File: src/rtl/io_pkg.sv
// rtl/io_pkg.sv - shared I/O address map, status bit layout and status word builder
package io_pkg;

  localparam logic [4:0] ADDR_DATA   = 5'd0;
  localparam logic [4:0] ADDR_STATUS = 5'd1;
  localparam logic [4:0] ADDR_COUNT  = 5'd2;

  localparam int ST_NEMPTY = 0;
  localparam int ST_FULL   = 1;
  localparam int ST_UFLOW  = 2;
  localparam int ST_OFLOW  = 3;

  function automatic logic [31:0] status_word(input logic nempty, input logic full,
                                              input logic uflow, input logic oflow);
    logic [31:0] w;
    w            = '0;
    w[ST_NEMPTY] = nempty;
    w[ST_FULL]   = full;
    w[ST_UFLOW]  = uflow;
    w[ST_OFLOW]  = oflow;
    return w;
  endfunction

endpackage

File: src/rtl/sync_fifo.sv
// rtl/sync_fifo.sv - synchronous FIFO with head-of-queue output; caller guards push/pop
module sync_fifo #(
  parameter int DEPTH = 8,
  parameter int WIDTH = 32
) (
  input  logic                       clock,
  input  logic                       rst,
  input  logic                       push,
  input  logic                       pop,
  input  logic [WIDTH-1:0]           wdata,
  output logic [WIDTH-1:0]           head,
  output logic [$clog2(DEPTH):0]     count,
  output logic                       full,
  output logic                       empty
);

  localparam int AW = $clog2(DEPTH);
  localparam int CW = AW + 1;

  logic [WIDTH-1:0] mem [DEPTH];
  logic [AW-1:0]    wr_ptr;
  logic [AW-1:0]    rd_ptr;

  assign head  = mem[rd_ptr];
  assign full  = (count == CW'(DEPTH));
  assign empty = (count == '0);

  // Storage is deliberately left out of reset.
  always_ff @(posedge clock) begin
    if (push) begin
      mem[wr_ptr] <= wdata;
    end
  end

  always_ff @(posedge clock) begin
    if (rst) begin
      wr_ptr <= '0;
      rd_ptr <= '0;
      count  <= '0;
    end else begin
      if (push) begin
        wr_ptr <= wr_ptr + AW'(1);
      end
      if (pop) begin
        rd_ptr <= rd_ptr + AW'(1);
      end
      if (push && !pop) begin
        count <= count + CW'(1);
      end else if (pop && !push) begin
        count <= count - CW'(1);
      end
    end
  end

endmodule

File: src/rtl/input_module.sv
// rtl/input_module.sv - memory-mapped input peripheral: producer FIFO drained by CPU loads
module input_module
  import io_pkg::*;
#(
  parameter int DEPTH = 8,
  parameter int WIDTH = 32
) (
  input  logic             clock,
  input  logic             rst,
  input  logic             in_valid,
  input  logic [WIDTH-1:0] in_data,
  output logic             in_ready,
  input  logic             MemRead,
  input  logic             MemWrite,
  input  logic [4:0]       adress,
  input  logic [31:0]      writedata,
  output logic [31:0]      readdata,
  output logic             data_avail
);

  localparam int CW = $clog2(DEPTH) + 1;

  logic [WIDTH-1:0] head;
  logic [CW-1:0]    count;
  logic             full;
  logic             empty;
  logic             push;
  logic             pop;
  logic             load_data;
  logic             store_status;
  logic             uflow;
  logic             oflow;
  logic             uflow_set;
  logic             oflow_set;

  // Ready follows the registered count, so a same-cycle pop never frees a slot.
  assign in_ready     = !full && !rst;
  assign push         = in_valid && in_ready;
  assign load_data    = MemRead && (adress == ADDR_DATA);
  assign pop          = load_data && !empty;
  assign store_status = MemWrite && !MemRead && (adress == ADDR_STATUS);
  assign uflow_set    = load_data && empty;
  assign oflow_set    = in_valid && !in_ready && !rst;
  assign data_avail   = !empty;

  sync_fifo #(
    .DEPTH (DEPTH),
    .WIDTH (WIDTH)
  ) u_fifo (
    .clock (clock),
    .rst   (rst),
    .push  (push),
    .pop   (pop),
    .wdata (in_data),
    .head  (head),
    .count (count),
    .full  (full),
    .empty (empty)
  );

  // Sets are applied after clears so a same-cycle set wins.
  always_ff @(posedge clock) begin
    if (rst) begin
      uflow <= 1'b0;
      oflow <= 1'b0;
    end else begin
      uflow <= (uflow && !(store_status && writedata[ST_UFLOW])) || uflow_set;
      oflow <= (oflow && !(store_status && writedata[ST_OFLOW])) || oflow_set;
    end
  end

  always_ff @(posedge clock) begin
    if (rst) begin
      readdata <= '0;
    end else if (MemRead) begin
      case (adress)
        ADDR_DATA:   readdata <= empty ? 32'd0 : 32'(head);
        ADDR_STATUS: readdata <= status_word(!empty, full, uflow, oflow);
        ADDR_COUNT:  readdata <= 32'(count);
        default:     readdata <= '0;
      endcase
    end
  end

endmodule

File: config.mk
export PLATFORM = sky130hd
export DESIGN_NAME = input_module
export DESIGN_NICKNAME = d
export VERILOG_FILES = /design/src/rtl/io_pkg.sv /design/src/rtl/sync_fifo.sv /design/src/rtl/input_module.sv
export SDC_FILE = /design/constraint.sdc
export NUM_CORES = 1
export LEC_CHECK = 0
export ABC_AREA = 1
export ABC_CLOCK_PERIOD_IN_PS = 4400
export CORE_ASPECT_RATIO = 0.6
export CORE_UTILIZATION = 48
export CTS_BUF_LIST = sky130_fd_sc_hd__clkbuf_4
export CTS_CLUSTER_SIZE = 25
export DETAILED_ROUTE_END_ITERATION = 8
export GPL_TIMING_DRIVEN = 0
export PLACE_DENSITY_LB_ADDON = 0.08
export SLEW_MARGIN = 0
export SYNTH_ARGS = -nofsm -noshare
export SYNTH_HDL_FRONTEND = slang
export SYNTH_HIERARCHICAL = 1
export SYNTH_SLANG_ARGS = --single-unit
export TNS_END_PERCENT = 30
File: constraint.sdc
create_clock -name clock -period 4.4 [get_ports clock]
set_input_delay 0.88 -clock clock [delete_from_list [all_inputs] [get_ports clock]]
set_output_delay 0.88 -clock clock [all_outputs]
set_load 0.01 [all_outputs]
==> results of run 1 <==
## cells by family (layout without fill, tap and decap cells)
kind of cell / count (synthesis) / in the layout / share of synthesized area, %
AO/OA/AOI/OAI: 172 / 172 / 7.05
buffers and inverters: 84 / 299 / 3.86
other: 0 / 1 / 0
AND/OR/NAND/NOR: 559 / 559 / 17.8
XOR/XNOR: 3 / 3 / 0.215
adder cells (fa/ha/maj): 6 / 6 / 0.674
flip-flops: 303 / 303 / 70.4
## cell usage in the layout, fill, tap and decap left out, types with 2 or more instances in the layout
cell type,count
sky130_fd_sc_hd__buf_1,8
sky130_fd_sc_hd__xor2_1,2
sky130_fd_sc_hd__dfxtp_1,47
sky130_fd_sc_hd__clkbuf_1,13
sky130_fd_sc_hd__edfxtp_1,256
sky130_fd_sc_hd__clkbuf_4,116
sky130_fd_sc_hd__buf_12,6
sky130_fd_sc_hd__clkinv_1,11
sky130_fd_sc_hd__inv_1,22
sky130_fd_sc_hd__o21ai_0,105
sky130_fd_sc_hd__ha_1,5
sky130_fd_sc_hd__clkdlybuf4s50_1,76
sky130_fd_sc_hd__buf_16,2
sky130_fd_sc_hd__nand4_1,8
sky130_fd_sc_hd__buf_2,13
sky130_fd_sc_hd__nor3b_1,2
sky130_fd_sc_hd__clkbuf_2,8
sky130_fd_sc_hd__buf_6,17
sky130_fd_sc_hd__or2_2,3
sky130_fd_sc_hd__nor2_1,272
sky130_fd_sc_hd__a21oi_1,40
sky130_fd_sc_hd__nand3_1,12
sky130_fd_sc_hd__o21ai_1,26
sky130_fd_sc_hd__nor2_4,10
sky130_fd_sc_hd__nor3_1,3
sky130_fd_sc_hd__inv_2,5
sky130_fd_sc_hd__nand2_1,247
## state kept, by name (all words and copies together) (netlist names), named ones only
| signal | count |
|---|---|
| u_fifo/wr_ptr | 3 |
| u_fifo/rd_ptr | 3 |
| oflow | 1 |
| uflow | 1 |
| u_fifo/count | 4 |
| u_fifo/mem | 256 |
| readdata | 32 |
## per-layer routing
metal	routed length, µm	up-vias	share of wire [%]	track usage (%)
li1	-	4189	-	-
met1	14200	3969	47	35.6
met2	12900	323	43	35.0
met3	2610	40	8.6	5.91
met4	430	0	1.4	6.84
met5	0	-	0	0
## layout make-up
class | instances | area [µm²]
fill | 2096 | 10000
multi-input combinational | 740 | 3210
tap | 322 | 403
buffer | 60 | 383
timing repair buffer | 84 | 936
clock inverter | 15 | 57.6
sequential | 303 | 8630
clock buffer | 116 | 871
antenna | 1 | 2.50
inverter | 24 | 90.1
## worst min-delay path by stage
stage                       from      endpoint  slack, ps  cells after the start
floorplan                  oflow         oflow        440                      2
global placement    readdata[22]  readdata[22]        450                      2
detailed placement  readdata[28]  readdata[28]        460                      2
CTS                 readdata[28]  readdata[28]        470                      2
global route        readdata[28]  readdata[28]        480                      2
finish               readdata[9]   readdata[9]        460                      2
## where the power goes
part | internal, mW | switching [mW]
clock network | 1.19 | 1.08
registers | 3.15 | 0.0147
logic | 0.0937 | 0.164
## stage by stage
step	area (µm²)	util [%]	cells	total power, mW
final	14600	59.2	1665	5.70
after global placement	13400	54.5	1525	3.47
after global routing	14600	59.2	1665	5.95
after CTS	14600	59.2	1664	5.76
after floorplan	12200	-	1127	3.35
after detailed placement	13600	55.5	1533	3.48
## worst max-delay path, delay by kind of cell
kind | cells | cell delay (ps)
AND/OR/NAND/NOR | 1 | 130
buffers and inverters | 4 | 2080
==> report_table.html, run 1 <==
<table>
<tr><th>Metric</th><th>Value</th></tr>
<tr><th colspan="2">Run status</th></tr>
<tr><td>Outcome</td><td>completed</td></tr>
<tr><th colspan="2">Floorplan</th></tr>
<tr><td>Initial core utilization</td><td>49.8%</td></tr>
<tr><td>Ports placed on the boundary</td><td>108</td></tr>
<tr><td>Die Width</td><td>208 µm</td></tr>
<tr><td>Cell Rows</td><td>44</td></tr>
<tr><td>Die area</td><td>26200 µm²</td></tr>
<tr><td>Placeable core area</td><td>24600 µm²</td></tr>
<tr><td>Chip Height</td><td>126 µm</td></tr>
<tr><th colspan="2">Yosys</th></tr>
<tr><td>Warning count from the yosys run</td><td>6</td></tr>
<tr><td>Post-Syn Instances</td><td>1127</td></tr>
<tr><td>Cell type with the largest total area after synthesis</td><td>sky130_fd_sc_hd__edfxtp_1</td></tr>
<tr><td>Number of storage elements in the synthesis netlist</td><td>303</td></tr>
<tr><td>Synthesized Nets</td><td>1207</td></tr>
<tr><td>Fraction of post-synthesis cell area in the top cell type by area</td><td>62.8%</td></tr>
<tr><td>Mean area per synthesized cell</td><td>10.9 µm²</td></tr>
<tr><td>Fraction of the yosys area taken by sequential cells</td><td>70.4%</td></tr>
<tr><td>Share of synthesized registers carrying an async set or reset</td><td>0%</td></tr>
<tr><td>Synth area leaders</td><td>sky130_fd_sc_hd__edfxtp_1 (63%), sky130_fd_sc_hd__nor2_1 (8.6%), sky130_fd_sc_hd__dfxtp_1 (7.7%), sky130_fd_sc_hd__nand2_1 (7.6%), sky130_fd_sc_hd__o21ai_0 (4.3%)</td></tr>
<tr><td>Cell area after technology mapping</td><td>12200 µm²</td></tr>
<tr><td>Netlist cell types</td><td>28</td></tr>
<tr><td>Number of enable-type register cells in the synthesized netlist</td><td>256</td></tr>
<tr><td>Most used standard cells in the synthesized netlist</td><td>sky130_fd_sc_hd__nor2_1 (280), sky130_fd_sc_hd__edfxtp_1 (256), sky130_fd_sc_hd__nand2_1 (247), sky130_fd_sc_hd__o21ai_0 (105), sky130_fd_sc_hd__dfxtp_1 (47)</td></tr>
<tr><td>Count leader, synth</td><td>sky130_fd_sc_hd__nor2_1</td></tr>
<tr><td>Ys flop type</td><td>sky130_fd_sc_hd__edfxtp_1</td></tr>
<tr><th colspan="2">Place</th></tr>
<tr><td>Post-placement worst setup slack</td><td>421 ps</td></tr>
<tr><td>Count of input and output buffers</td><td>76</td></tr>
<tr><td>Routability Congestion</td><td>0.804</td></tr>
<tr><td>Post-detail-place hpwl</td><td>19.1 mm</td></tr>
<tr><th colspan="2">Timing</th></tr>
<tr><td>Period minus WS final</td><td>3970 ps</td></tr>
<tr><td>Clock Skews</td><td>35.8 ps</td></tr>
<tr><td>Final total negative setup slack</td><td>0 ps</td></tr>
<tr><td>Count of final max-slew check failures</td><td>0</td></tr>
<tr><td>Worst-case headroom to the max-slew limit</td><td>44.3%</td></tr>
<tr><td>Upper clock frequency limit</td><td>0.252 GHz</td></tr>
<tr><td>Final worst-path setup slack</td><td>431 ps</td></tr>
<tr><td>Worst hold slack after final layout</td><td>464 ps</td></tr>
<tr><td>Setup violation total in the final timing report</td><td>0</td></tr>
<tr><td>Unrepaired setup endpoints after global routing</td><td>false</td></tr>
<tr><td>Final hold violation count</td><td>0</td></tr>
<tr><td>Fin crit share</td><td>90.2%</td></tr>
<tr><td>Least-Margin Pin Slew</td><td>835 ps</td></tr>
<tr><th colspan="2">Worst setup path</th></tr>
<tr><td>Arrival time of the worst setup path</td><td>3090 ps</td></tr>
<tr><td>Max incr delay on CP</td><td>560 ps</td></tr>
<tr><td>Critical path start-end classification</td><td>in2out</td></tr>
<tr><td>Kind of launch point of the worst setup path</td><td>input pin</td></tr>
<tr><td>Beginning of the worst register-to-register path</td><td>u_fifo/count[0]</td></tr>
<tr><td>Critical path startpoint</td><td>rst</td></tr>
<tr><td>Capture point of the worst reg-to-reg path</td><td>u_fifo/count[3]</td></tr>
<tr><td>Setup crit end</td><td>in_ready</td></tr>
<tr><td>Crit-path cells</td><td>clkdlybuf4s50_1, clkbuf_1, clkbuf_1, nor2_1, clkdlybuf4s50_1</td></tr>
<tr><td>Reg2Reg Depth</td><td>13</td></tr>
<tr><td>Slowest cell on the critical path</td><td>sky130_fd_sc_hd__clkbuf_1</td></tr>
<tr><td>Required time of the critical path</td><td>3520 ps</td></tr>
<tr><td>Highest net fanout along the worst path</td><td>10</td></tr>
<tr><td>FF-to-FF setup slack</td><td>1370 ps</td></tr>
<tr><td>Sort of element at the end of the critical path</td><td>output port</td></tr>
<tr><th colspan="2">Route</th></tr>
<tr><td>Via total after detailed routing</td><td>8521</td></tr>
<tr><td>Via count normalized by instance count</td><td>5.12</td></tr>
<tr><td>Routed WL</td><td>30.2 mm</td></tr>
<tr><td>Mean routed wirelength per cell</td><td>18.1 µm</td></tr>
<tr><td>Post-route DRC violation count</td><td>0</td></tr>
<tr><td>DR iter-0 viols</td><td>624</td></tr>
<tr><td>Detailed-router iteration count before antenna repair</td><td>5</td></tr>
<tr><td>Number of nets with antenna violations after routing</td><td>0</td></tr>
<tr><th colspan="2">Clock network</th></tr>
<tr><td>Root Buffer</td><td>sky130_fd_sc_hd__clkbuf_4</td></tr>
<tr><td>Resize count post-CTS</td><td>0</td></tr>
<tr><td>Post-CTS setup buffer count</td><td>0</td></tr>
<tr><td>Clock latency of the later-clocked register in the worst-skew pair</td><td>710 ps</td></tr>
<tr><td>Clock-pin transition on the worst setup and hold timing paths</td><td>60 ps</td></tr>
<tr><td>Deepest level of the CTS H-tree</td><td>3</td></tr>
<tr><td>Clock buffers created by TritonCTS</td><td>72</td></tr>
<tr><td>Number of buffers between clock root and the deepest sink</td><td>3</td></tr>
<tr><td>Hold buffer count at cts</td><td>0</td></tr>
<tr><td>TritonCTS sink count</td><td>303</td></tr>
<tr><td>TritonCTS clock tree</td><td>built</td></tr>
<tr><th colspan="2">Flow run</th></tr>
<tr><td>Max-cap check violation count</td><td>0</td></tr>
<tr><th colspan="2">Cells and area</th></tr>
<tr><td>Area delta synth-&gt;final</td><td>19.0%</td></tr>
<tr><td>NumNets Final</td><td>1365</td></tr>
<tr><td>Layout cell share with drive strength beyond 1</td><td>13.7%</td></tr>
<tr><th colspan="2">Worst hold path</th></tr>
<tr><td>Worst hold path type</td><td>reg2reg</td></tr>
<tr><th colspan="2">Global routing</th></tr>
<tr><td>Overflow left after global routing</td><td>0</td></tr>
<tr><td>Number of global-route vias before repair</td><td>8001</td></tr>
<tr><td>Initial antenna violation count</td><td>1</td></tr>
<tr><td>Global router's overall resource usage</td><td>24.0%</td></tr>
<tr><td>Largest net degree at the start of global routing</td><td>28</td></tr>
<tr><td>Global-route wire length before repair</td><td>46.8 mm</td></tr>
<tr><th colspan="2">Power</th></tr>
<tr><td>Leakage power</td><td>5.38 nW</td></tr>
<tr><td>PD cells</td><td>391 nW/µm²</td></tr>
<tr><td>Worst ir drop on vdd</td><td>0.234 mV</td></tr>
</table>
No activity file was read; power rests on OpenSTA's default activity.
==> run 2: changes to the inputs <==
ABC_AREA = 0   (was 1)
CORE_ASPECT_RATIO = 0.8   (was 0.6)
==> run 2 against run 1 <==
Effect of this change: register-to-register slack worse by 320 ps; final area down 1.7%; sequential share of layout area up 1.0 points; sequential cell count unchanged; core utilization down 0.30 points; clock-buffer cell count up 12; synthesized cell count down 46%; critical path depth up 8; cell count down 31%; largest cell class unchanged.
==> report_table.html, run 2 <==
<table>
<tr><th>Metric</th><th>Value</th></tr>
<tr><th colspan="2">Timing</th></tr>
<tr><td>Unrepaired setup endpoints after global routing</td><td>false (unchanged)</td></tr>
<tr><td>Upper clock frequency limit</td><td>0.275 GHz (was 0.252 GHz)</td></tr>
<tr><td>Count of final max-slew check failures</td><td>0 (unchanged)</td></tr>
<tr><td>Final total negative setup slack</td><td>0 ps (unchanged)</td></tr>
<tr><td>Least-Margin Pin Slew</td><td>919 ps (was 835 ps)</td></tr>
<tr><td>Period minus WS final</td><td>3630 ps (was 3970 ps)</td></tr>
<tr><td>Worst-case headroom to the max-slew limit</td><td>38.4% (was 44.3%)</td></tr>
<tr><td>Fin crit share</td><td>82.6% (was 90.2%)</td></tr>
<tr><td>Clock Skews</td><td>41.3 ps (was 35.8 ps)</td></tr>
<tr><td>Final hold violation count</td><td>0 (unchanged)</td></tr>
<tr><td>Setup violation total in the final timing report</td><td>0 (unchanged)</td></tr>
<tr><th colspan="2">Floorplan</th></tr>
<tr><td>Cell Rows</td><td>51 (was 44)</td></tr>
<tr><td>Initial core utilization</td><td>48.8% (was 49.8%)</td></tr>
<tr><td>Die Width</td><td>178 µm (was 208 µm)</td></tr>
<tr><td>Die area</td><td>25400 µm² (was 26200 µm²)</td></tr>
<tr><td>Chip Height</td><td>143 µm (was 126 µm)</td></tr>
<tr><td>Ports placed on the boundary</td><td>108 (unchanged)</td></tr>
<tr><td>Placeable core area</td><td>24300 µm² (was 24600 µm²)</td></tr>
<tr><th colspan="2">Cells and area</th></tr>
<tr><td>Flip-flop count of the largest register after layout</td><td>256 (unchanged)</td></tr>
<tr><td>Area occupied by multi-input gates</td><td>3060 µm² (was 3210 µm²)</td></tr>
<tr><td>Register containing the most flip-flops in the final layout</td><td>u_fifo/mem (unchanged)</td></tr>
<tr><td>Most frequent standard cell in the layout excluding fill and tap cells</td><td>sky130_fd_sc_hd__edfxtp_1 (was sky130_fd_sc_hd__nor2_1)</td></tr>
<tr><td>Finished Cell Area</td><td>14300 µm² (was 14600 µm²)</td></tr>
<tr><td>Most used cells in the layout excluding fill and tap cells</td><td>sky130_fd_sc_hd__edfxtp_1 (256), sky130_fd_sc_hd__clkbuf_4 (128), sky130_fd_sc_hd__clkdlybuf4s50_1 (76) (was sky130_fd_sc_hd__nor2_1 (272), sky130_fd_sc_hd__edfxtp_1 (256), sky130_fd_sc_hd__nand2_1 (247))</td></tr>
<tr><td>Sequential Area</td><td>8630 µm² (unchanged)</td></tr>
<tr><td>Fill cell instance count of the final layout</td><td>1766 (was 2096)</td></tr>
<tr><td>Layout cell share with drive strength beyond 1</td><td>28.8% (was 13.7%)</td></tr>
<tr><td>Area delta synth-&gt;final</td><td>20.7% (was 19.0%)</td></tr>
<tr><td>Largest registers</td><td>u_fifo/mem: 256 flops, readdata: 32 flops, u_fifo/count: 4 flops (unchanged)</td></tr>
<tr><td>NumNets Final</td><td>853 (was 1365)</td></tr>
<tr><th colspan="2">Yosys</th></tr>
<tr><td>Post-synthesis adder-cell area fraction</td><td>0.695% (was 0.674%)</td></tr>
<tr><td>Warning count from the yosys run</td><td>6 (unchanged)</td></tr>
<tr><td>Most used standard cells in the synthesized netlist</td><td>sky130_fd_sc_hd__edfxtp_1 (256), sky130_fd_sc_hd__dfxtp_1 (47), sky130_fd_sc_hd__mux4_1 (40), sky130_fd_sc_hd__mux2_2 (33), sky130_fd_sc_hd__nand2b_1 (33) (was sky130_fd_sc_hd__nor2_1 (280), sky130_fd_sc_hd__edfxtp_1 (256), sky130_fd_sc_hd__nand2_1 (247), sky130_fd_sc_hd__o21ai_0 (105), sky130_fd_sc_hd__dfxtp_1 (47))</td></tr>
<tr><td>Number of storage elements in the synthesis netlist</td><td>303 (unchanged)</td></tr>
<tr><td>Post-Syn Instances</td><td>606 (was 1127)</td></tr>
<tr><td>Netlist cell types</td><td>40 (was 28)</td></tr>
<tr><td>Synthesized Nets</td><td>686 (was 1207)</td></tr>
<tr><td>Number of enable-type register cells in the synthesized netlist</td><td>256 (unchanged)</td></tr>
<tr><td>Cell type with the largest total area after synthesis</td><td>sky130_fd_sc_hd__edfxtp_1 (unchanged)</td></tr>
<tr><td>Share of cell area taken by muxes after synthesis</td><td>16.8% (was 0%)</td></tr>
<tr><td>Cell area after technology mapping</td><td>11900 µm² (was 12200 µm²)</td></tr>
<tr><td>Count leader, synth</td><td>sky130_fd_sc_hd__edfxtp_1 (was sky130_fd_sc_hd__nor2_1)</td></tr>
<tr><td>Mean area per synthesized cell</td><td>19.6 µm² (was 10.9 µm²)</td></tr>
<tr><td>Synthesized-area fraction occupied by ao, oa, aoi and oai cells</td><td>2.09% (was 7.05%)</td></tr>
<tr><td>Fraction of post-synthesis cell area in the top cell type by area</td><td>64.7% (was 62.8%)</td></tr>
<tr><td>Synth area leaders</td><td>sky130_fd_sc_hd__edfxtp_1 (65%), sky130_fd_sc_hd__mux4_1 (8.8%), sky130_fd_sc_hd__dfxtp_1 (7.9%), sky130_fd_sc_hd__mux4_2 (4.6%), sky130_fd_sc_hd__mux2_2 (3.1%) (was sky130_fd_sc_hd__edfxtp_1 (63%), sky130_fd_sc_hd__nor2_1 (8.6%), sky130_fd_sc_hd__dfxtp_1 (7.7%), sky130_fd_sc_hd__nand2_1 (7.6%), sky130_fd_sc_hd__o21ai_0 (4.3%))</td></tr>
<tr><td>Ys flop type</td><td>sky130_fd_sc_hd__edfxtp_1 (unchanged)</td></tr>
<tr><td>Xor-xnor portion of the synthesized cell area</td><td>0.369% (was 0.215%)</td></tr>
<tr><td>Combinational family with the most area after synthesis</td><td>multiplexers (was simple AND/OR/NAND/NOR gates)</td></tr>
<tr><td>Share of synthesized registers carrying an async set or reset</td><td>0% (unchanged)</td></tr>
<tr><td>Simple-gate portion of the synthesized area</td><td>5.33% (was 17.8%)</td></tr>
<tr><td>Fraction of the yosys area taken by sequential cells</td><td>72.7% (was 70.4%)</td></tr>
<tr><th colspan="2">Route</th></tr>
<tr><td>Detailed-router iteration count before antenna repair</td><td>5 (unchanged)</td></tr>
<tr><td>Via count normalized by instance count</td><td>5.48 (was 5.12)</td></tr>
<tr><td>Post-route DRC violation count</td><td>0 (unchanged)</td></tr>
<tr><td>DR iter-0 viols</td><td>376 (was 624)</td></tr>
<tr><td>Via total after detailed routing</td><td>6288 (was 8521)</td></tr>
<tr><td>Mean routed wirelength per cell</td><td>22.3 µm (was 18.1 µm)</td></tr>
<tr><td>Number of nets with antenna violations after routing</td><td>0 (unchanged)</td></tr>
<tr><td>Routed WL</td><td>25.6 mm (was 30.2 mm)</td></tr>
<tr><th colspan="2">Place</th></tr>
<tr><td>Count of input and output buffers</td><td>76 (unchanged)</td></tr>
<tr><td>Placed cell area</td><td>13300 µm² (was 13600 µm²)</td></tr>
<tr><td>Routability Congestion</td><td>0.731 (was 0.804)</td></tr>
<tr><td>Post-detail-place hpwl</td><td>15.5 mm (was 19.1 mm)</td></tr>
<tr><th colspan="2">Global routing</th></tr>
<tr><td>Overflow left after global routing</td><td>0 (unchanged)</td></tr>
<tr><td>Largest net degree at the start of global routing</td><td>23 (was 28)</td></tr>
<tr><td>Initial antenna violation count</td><td>1 (unchanged)</td></tr>
<tr><td>Global-route wire length before repair</td><td>38.3 mm (was 46.8 mm)</td></tr>
<tr><td>Global router's overall resource usage</td><td>21.2% (was 24.0%)</td></tr>
<tr><td>Number of global-route vias before repair</td><td>6543 (was 8001)</td></tr>
<tr><th colspan="2">Clock network</th></tr>
<tr><td>Post-CTS setup buffer count</td><td>0 (unchanged)</td></tr>
<tr><td>Clock latency of the later-clocked register in the worst-skew pair</td><td>670 ps (was 710 ps)</td></tr>
<tr><td>Number of buffers between clock root and the deepest sink</td><td>3 (unchanged)</td></tr>
<tr><td>Resize count post-CTS</td><td>0 (unchanged)</td></tr>
<tr><td>TritonCTS sink count</td><td>303 (unchanged)</td></tr>
<tr><td>Hold buffer count at cts</td><td>0 (unchanged)</td></tr>
<tr><td>TritonCTS clock tree</td><td>built (unchanged)</td></tr>
<tr><td>Clock-pin transition on the worst setup and hold timing paths</td><td>70 ps (was 60 ps)</td></tr>
<tr><td>Deepest level of the CTS H-tree</td><td>3 (unchanged)</td></tr>
<tr><td>Clock buffers created by TritonCTS</td><td>76 (was 72)</td></tr>
<tr><td>Root Buffer</td><td>sky130_fd_sc_hd__clkbuf_4 (unchanged)</td></tr>
<tr><th colspan="2">Worst setup path</th></tr>
<tr><td>Dominant delay contributor by cell family on the critical path</td><td>simple AND/OR/NAND/NOR gates (was buffers and inverters)</td></tr>
<tr><td>Required time of the critical path</td><td>4960 ps (was 3520 ps)</td></tr>
<tr><td>Slowest cell on the critical path</td><td>sky130_fd_sc_hd__nor4b_4 (was sky130_fd_sc_hd__clkbuf_1)</td></tr>
<tr><td>Crit-path cells</td><td>clkdlybuf4s50_1, nor3_4, nor4b_4, buf_6, and2_1, inv_1, ha_1, inv_1, ha_1, a21oi_1, a211oi_1, a31oi_1, mux2_2 (was clkdlybuf4s50_1, clkbuf_1, clkbuf_1, nor2_1, clkdlybuf4s50_1)</td></tr>
<tr><td>Max incr delay on CP</td><td>530 ps (was 560 ps)</td></tr>
<tr><td>Critical path start-end classification</td><td>in2reg (was in2out)</td></tr>
<tr><td>Sort of element at the end of the critical path</td><td>flop (was output port)</td></tr>
<tr><td>Buffers &amp; Inverters on Critical Path</td><td>4 (unchanged)</td></tr>
<tr><td>Highest net fanout along the worst path</td><td>10 (unchanged)</td></tr>
<tr><td>Kind of launch point of the worst setup path</td><td>input pin (unchanged)</td></tr>
<tr><td>Arrival time of the worst setup path</td><td>4200 ps (was 3090 ps)</td></tr>
<tr><th colspan="2">Power</th></tr>
<tr><td>Worst ir drop on vdd</td><td>0.219 mV (was 0.234 mV)</td></tr>
<tr><td>Leakage power</td><td>4.66 nW (was 5.38 nW)</td></tr>
<tr><td>PD cells</td><td>407 nW/µm² (was 391 nW/µm²)</td></tr>
<tr><th colspan="2">Flow run</th></tr>
<tr><td>Max-cap check violation count</td><td>0 (unchanged)</td></tr>
<tr><th colspan="2">Run status</th></tr>
<tr><td>Outcome</td><td>completed (unchanged)</td></tr>
<tr><th colspan="2">Worst hold path</th></tr>
<tr><td>Worst hold path type</td><td>reg2reg (unchanged)</td></tr>
</table>
run 2: changes by cell type in the layout (fill, tap and decap cells not counted), sizes merged, moves of 21 or more:
| cell | previous run | this run |
|---|---|---|
| nand2 | 247 | 9 |
| mux2 | 0 | 33 |
| nand3 | 13 | 34 |
| o21ai | 131 | 3 |
| mux4 | 0 | 64 |
| nor2 | 283 | 22 |
| inv | 27 | 4 |
| nand2b | 0 | 33 |
run 2: final timing paths:
path	slack, ps	start	endpoint	cells after the start
setup / recovery	770	adress[3]	u_fifo/count[3]	13
hold / removal	450	readdata[1]	readdata[1]	2
setup reg to reg	1050	u_fifo/count[0]	u_fifo/count[3]	12
hold reg to reg	450	readdata[1]	readdata[1]	2
run 2: kinds of logic after synthesis:
logic type / after synthesis
and+or+nand+nor: 112
DFF: 303
adders and majority gates: 6
buffers and inverters: 37
xor gates and xnor gates: 5
muxes: 100
AOI/OAI and AO/OA: 43
run 2: metrics by stage:
stage / power [mW] / utilization, % / setup WS [ps] / std cells / hold slack (ps)
floorplan: 3.35 / - / 151 / 606 / 449
global placement: 3.46 / 53.6 / -2740 / 1000 / 443
detailed placement: 3.48 / 54.8 / 119 / 1013 / 445
CTS: 5.90 / 58.9 / 855 / 1147 / 457
global route: 6.08 / 58.9 / 582 / 1148 / 486
finish: 5.83 / 58.9 / 766 / 1148 / 452
run 2: power by group:
| group | switching, mW | internal, mW |
|---|---|---|
| clock | 1.06 | 1.36 |
| combinational | 0.135 | 0.120 |
| sequential | 0.0164 | 3.15 |
| total | 1.21 | 4.63 |
run 2: layout make-up:
class                           count  area share [%]
Antenna cell                        1          0.0175
Buffer                             34            1.65
Clock buffer                      128            6.71
Clock inverter                      6           0.340
Inverter                            3          0.0786
Multi-Input combinational cell    266            21.3
Sequential cell                   303            60.2
Tap cell                          318            2.78
Timing Repair Buffer               89            6.91
run 2: layer usage:
layer | GRT usage (%) | vias up | part of all wire, %
li1 | - | 2862 | -
met1 | 29.9 | 3198 | 46
met2 | 32.6 | 194 | 47
met3 | 4.79 | 34 | 5.6
met4 | 7.74 | 0 | 1.5
met5 | 0 | - | 0
run 2: worst reg2reg max path, delay by kind of cell (launching register included):
family	cells	cell delay (ps)
DFF	1	480
buffers and inverters	3	470
AOI/OAI and AO/OA	3	490
and+or+nand+nor	3	990
adders and majority gates	2	490
muxes	1	340
==> run 3: changes to the inputs <==
ABC_CLOCK_PERIOD_IN_PS = 3250   (was 4400)
clock period = 3.25 ns   (was 4.4 ns; I/O delays follow)
==> run 3 against run 2 <==
Effect of this change: setup slack lost 740 ps; sequential cell count is the same; clock skew grew 7.9 ps; power grew 36%; non-clock buffer count grew 2; clock-buffer cell count shrank 6; hold slack lost 60 ps; clock power grew 37%; wire length shrank 0.43%; critical path depth is the same; register-to-register slack lost 920 ps.
==> report_table.html, run 3 (synthesis results as in run 2) <==
<table>
<tr><th>Metric</th><th>Value</th></tr>
<tr><th colspan="2">Run status</th></tr>
<tr><td>Outcome</td><td>completed (unchanged)</td></tr>
<tr><th colspan="2">Power</th></tr>
<tr><td>Part of the total power dissipated in combinational logic</td><td>4.4% (about the same)</td></tr>
<tr><td>PD cells</td><td>553 nW/µm² (was 407 nW/µm²)</td></tr>
<tr><td>Worst ir drop on vdd</td><td>0.413 mV (was 0.219 mV)</td></tr>
<tr><td>Net switching share of the total power</td><td>21.0% (was 20.7%)</td></tr>
<tr><td>Internal cell power</td><td>6.29 mW (was 4.63 mW)</td></tr>
<tr><td>Leakage power</td><td>4.68 nW (was 4.66 nW)</td></tr>
<tr><td>Portion of total power attributed to the clock network</td><td>41.7% (was 41.4%)</td></tr>
<tr><td>Flop pwr share</td><td>53.8% (was 54.2%)</td></tr>
<tr><td>Net Switching</td><td>1.67 mW (was 1.21 mW)</td></tr>
<tr><th colspan="2">Floorplan</th></tr>
<tr><td>Ports placed on the boundary</td><td>108 (unchanged)</td></tr>
<tr><td>Initial core utilization</td><td>48.8% (unchanged)</td></tr>
<tr><td>Chip Height</td><td>143 µm (unchanged)</td></tr>
<tr><td>Cell Rows</td><td>51 (unchanged)</td></tr>
<tr><td>Die Width</td><td>178 µm (unchanged)</td></tr>
<tr><td>Placeable core area</td><td>24300 µm² (unchanged)</td></tr>
<tr><td>Die area</td><td>25400 µm² (unchanged)</td></tr>
<tr><th colspan="2">Worst hold path</th></tr>
<tr><td>Worst hold path type</td><td>in2reg (was reg2reg)</td></tr>
<tr><th colspan="2">Timing</th></tr>
<tr><td>Period minus WS final</td><td>3220 ps</td></tr>
<tr><td>Worst hold slack after final layout</td><td>393 ps (was 452 ps)</td></tr>
<tr><td>Final hold violation count</td><td>0 (unchanged)</td></tr>
<tr><td>Clock Skews</td><td>49.2 ps (was 41.3 ps)</td></tr>
<tr><td>Final total negative setup slack</td><td>0 ps (unchanged)</td></tr>
<tr><td>Worst-case headroom to the max-slew limit</td><td>42.5% (was 38.4%)</td></tr>
<tr><td>Count of final max-slew check failures</td><td>0 (unchanged)</td></tr>
<tr><td>Setup violation total in the final timing report</td><td>0 (unchanged)</td></tr>
<tr><td>Least-Margin Pin Slew</td><td>860 ps (was 919 ps)</td></tr>
<tr><td>Upper clock frequency limit</td><td>0.310 GHz</td></tr>
<tr><td>Fin crit share</td><td>99.2%</td></tr>
<tr><th colspan="2">Clock network</th></tr>
<tr><td>Hold buffer count at cts</td><td>0 (unchanged)</td></tr>
<tr><td>Number of buffers between clock root and the deepest sink</td><td>3 (unchanged)</td></tr>
<tr><td>TritonCTS clock tree</td><td>built (unchanged)</td></tr>
<tr><td>Root Buffer</td><td>sky130_fd_sc_hd__clkbuf_4 (unchanged)</td></tr>
<tr><td>Clock latency of the later-clocked register in the worst-skew pair</td><td>690 ps (was 670 ps)</td></tr>
<tr><td>TritonCTS sink count</td><td>303 (unchanged)</td></tr>
<tr><td>Deepest level of the CTS H-tree</td><td>3 (unchanged)</td></tr>
<tr><td>Clock-pin transition on the worst setup and hold timing paths</td><td>70 ps (about the same)</td></tr>
<tr><td>Clock buffers created by TritonCTS</td><td>77 (was 76)</td></tr>
<tr><th colspan="2">Worst setup path</th></tr>
<tr><td>Highest net fanout along the worst path</td><td>10 (unchanged)</td></tr>
<tr><td>Kind of launch point of the worst setup path</td><td>input pin (unchanged)</td></tr>
<tr><td>Arrival time of the worst setup path</td><td>3810 ps (was 4200 ps)</td></tr>
<tr><td>Critical path start-end classification</td><td>in2reg (unchanged)</td></tr>
<tr><td>Required time of the critical path</td><td>3830 ps (was 4960 ps)</td></tr>
<tr><td>Sort of element at the end of the critical path</td><td>flop (unchanged)</td></tr>
<tr><th colspan="2">Route</th></tr>
<tr><td>Via total after detailed routing</td><td>6374 (was 6288)</td></tr>
<tr><td>Met2 wirelength from detailed routing</td><td>12.2 mm (was 12.0 mm)</td></tr>
<tr><td>Post-route DRC violation count</td><td>0 (unchanged)</td></tr>
<tr><td>Wl on met1</td><td>11.4 mm (was 11.8 mm)</td></tr>
<tr><td>Mean routed wirelength per cell</td><td>22.0 µm (was 22.3 µm)</td></tr>
<tr><td>Routed WL</td><td>25.5 mm (was 25.6 mm)</td></tr>
<tr><td>Detailed-router iteration count before antenna repair</td><td>8 (was 5)</td></tr>
<tr><td>WL met3</td><td>1.50 mm (was 1.43 mm)</td></tr>
<tr><td>Number of nets with antenna violations after routing</td><td>0 (unchanged)</td></tr>
<tr><td>Highest signal layer in the routed design</td><td>met4 (unchanged)</td></tr>
<tr><td>DR iter-0 viols</td><td>479 (was 376)</td></tr>
<tr><td>Via count normalized by instance count</td><td>5.51 (was 5.48)</td></tr>
<tr><th colspan="2">Place</th></tr>
<tr><td>Count of input and output buffers</td><td>76 (unchanged)</td></tr>
<tr><td>Routability Congestion</td><td>0.749 (was 0.731)</td></tr>
<tr><td>Placed cell area</td><td>13300 µm² (about the same)</td></tr>
<tr><td>Placed Instances</td><td>1012 (was 1013)</td></tr>
<tr><td>Post-detail-place hpwl</td><td>15.5 mm (about the same)</td></tr>
<tr><th colspan="2">Cells and area</th></tr>
<tr><td>Register containing the most flip-flops in the final layout</td><td>u_fifo/mem (unchanged)</td></tr>
<tr><td>Most used cells in the layout excluding fill and tap cells</td><td>sky130_fd_sc_hd__edfxtp_1 (256), sky130_fd_sc_hd__clkbuf_4 (122), sky130_fd_sc_hd__clkdlybuf4s50_1 (76) (was sky130_fd_sc_hd__edfxtp_1 (256), sky130_fd_sc_hd__clkbuf_4 (128), sky130_fd_sc_hd__clkdlybuf4s50_1 (76))</td></tr>
<tr><td>Most frequent standard cell in the layout excluding fill and tap cells</td><td>sky130_fd_sc_hd__edfxtp_1 (unchanged)</td></tr>
<tr><td>Core utilization of the finished layout</td><td>59.1% (was 58.9%)</td></tr>
<tr><td>Flip-flop count of the largest register after layout</td><td>256 (unchanged)</td></tr>
<tr><td>Largest registers</td><td>u_fifo/mem: 256 flops, readdata: 32 flops, u_fifo/count: 4 flops (unchanged)</td></tr>
<tr><td>Number of non-filler instances in the completed layout</td><td>1156 (was 1148)</td></tr>
<tr><td>Area delta synth-&gt;final</td><td>21.1% (was 20.7%)</td></tr>
<tr><td>Finished Cell Area</td><td>14400 µm² (was 14300 µm²)</td></tr>
<tr><td>NumNets Final</td><td>856 (was 853)</td></tr>
<tr><td>Layout cell share with drive strength beyond 1</td><td>28.8% (about the same)</td></tr>
<tr><th colspan="2">Global routing</th></tr>
<tr><td>Number of global-route vias before repair</td><td>6613 (was 6543)</td></tr>
<tr><td>Largest net degree at the start of global routing</td><td>22 (was 23)</td></tr>
<tr><td>Global-route wire length before repair</td><td>38.6 mm (was 38.3 mm)</td></tr>
<tr><td>Global router's overall resource usage</td><td>21.2% (about the same)</td></tr>
<tr><td>Overflow left after global routing</td><td>0 (unchanged)</td></tr>
<tr><td>Initial antenna violation count</td><td>1 (unchanged)</td></tr>
<tr><th colspan="2">Flow run</th></tr>
<tr><td>Max-cap check violation count</td><td>0 (unchanged)</td></tr>
</table>
-- run 3: cell count changes in the layout (fill, tap and decap cells not counted), sizes merged --
cell / previous run / this run
inv: 4 / 7
buf: 38 / 40
bufinv: 1 / 2
clkinv: 4 / 12
clkbuf: 137 / 131
-- run 3: path summary, 6_finish.rpt --
kind                         from         endpoint  slack (ps)  cells past startpoint
setup reg to reg  u_fifo/count[0]  u_fifo/count[3]         130                     12
setup / recovery        adress[4]  u_fifo/count[3]          30                     13
hold reg to reg       readdata[3]      readdata[3]         460                      2
hold / removal            MemRead      readdata[4]         390                      3
-- run 3: per-layer routing --
layer  vias up  GRT usage (%)
li1       2869              -
met1      3242           29.4
met2       223           32.7
met3        40           5.27
met4         0           7.87
met5         -              0
-- run 3: power groups by stage --
stage | combinational, mW | sequential, mW | clock [mW]
6_report | 0.353 | 4.28 | 3.32
5_1_grt | 0.382 | 4.29 | 3.64
4_1_cts | 0.354 | 4.28 | 3.42
3_5_place_dp | 0.352 | 4.37 | 0
3_3_place_gp | 0.318 | 4.37 | 0
2_1_floorplan | 0.167 | 4.36 | 0
-- run 3: timing repair --
action | CTS | global route
buffers inserted | 1 | 2
endpoints found under the setup margin | 1 | 1
gates resized for setup | 0 | 2
pin swaps | 0 | 1
-- run 3: metrics by stage --
stage | setup slack (ps) | total power, mW
after floorplan | -750 | 4.53
after global placement | -3570 | 4.69
after detailed placement | -867 | 4.72
after CTS | 14.3 | 8.06
after global routing | -4.12 | 8.30
final | 25.9 | 7.96
-- run 3: layout make-up --
cell class | instances | area (µm²)
diodes | 1 | 2.50
well taps | 318 | 398
clock inverters | 18 | 120
clock buffers | 122 | 916
multi-input cells | 266 | 3070
inverters | 3 | 11.3
fillers | 1844 | 9930
flip-flops and latches | 303 | 8630
plain buffers | 34 | 236
repair buffers | 91 | 998
-- run 3: critical path: stages --
cell and delay, ps:
sky130_fd_sc_hd__clkdlybuf4s50_1 440, sky130_fd_sc_hd__nor3_4 340, sky130_fd_sc_hd__nor4b_4 370, sky130_fd_sc_hd__buf_6 220
sky130_fd_sc_hd__and2_2 220, sky130_fd_sc_hd__inv_1 60, sky130_fd_sc_hd__ha_1 190, sky130_fd_sc_hd__inv_1 130
sky130_fd_sc_hd__ha_1 290, sky130_fd_sc_hd__a21oi_1 200, sky130_fd_sc_hd__a211oi_1 110, sky130_fd_sc_hd__a31oi_1 210
sky130_fd_sc_hd__mux2_2 360
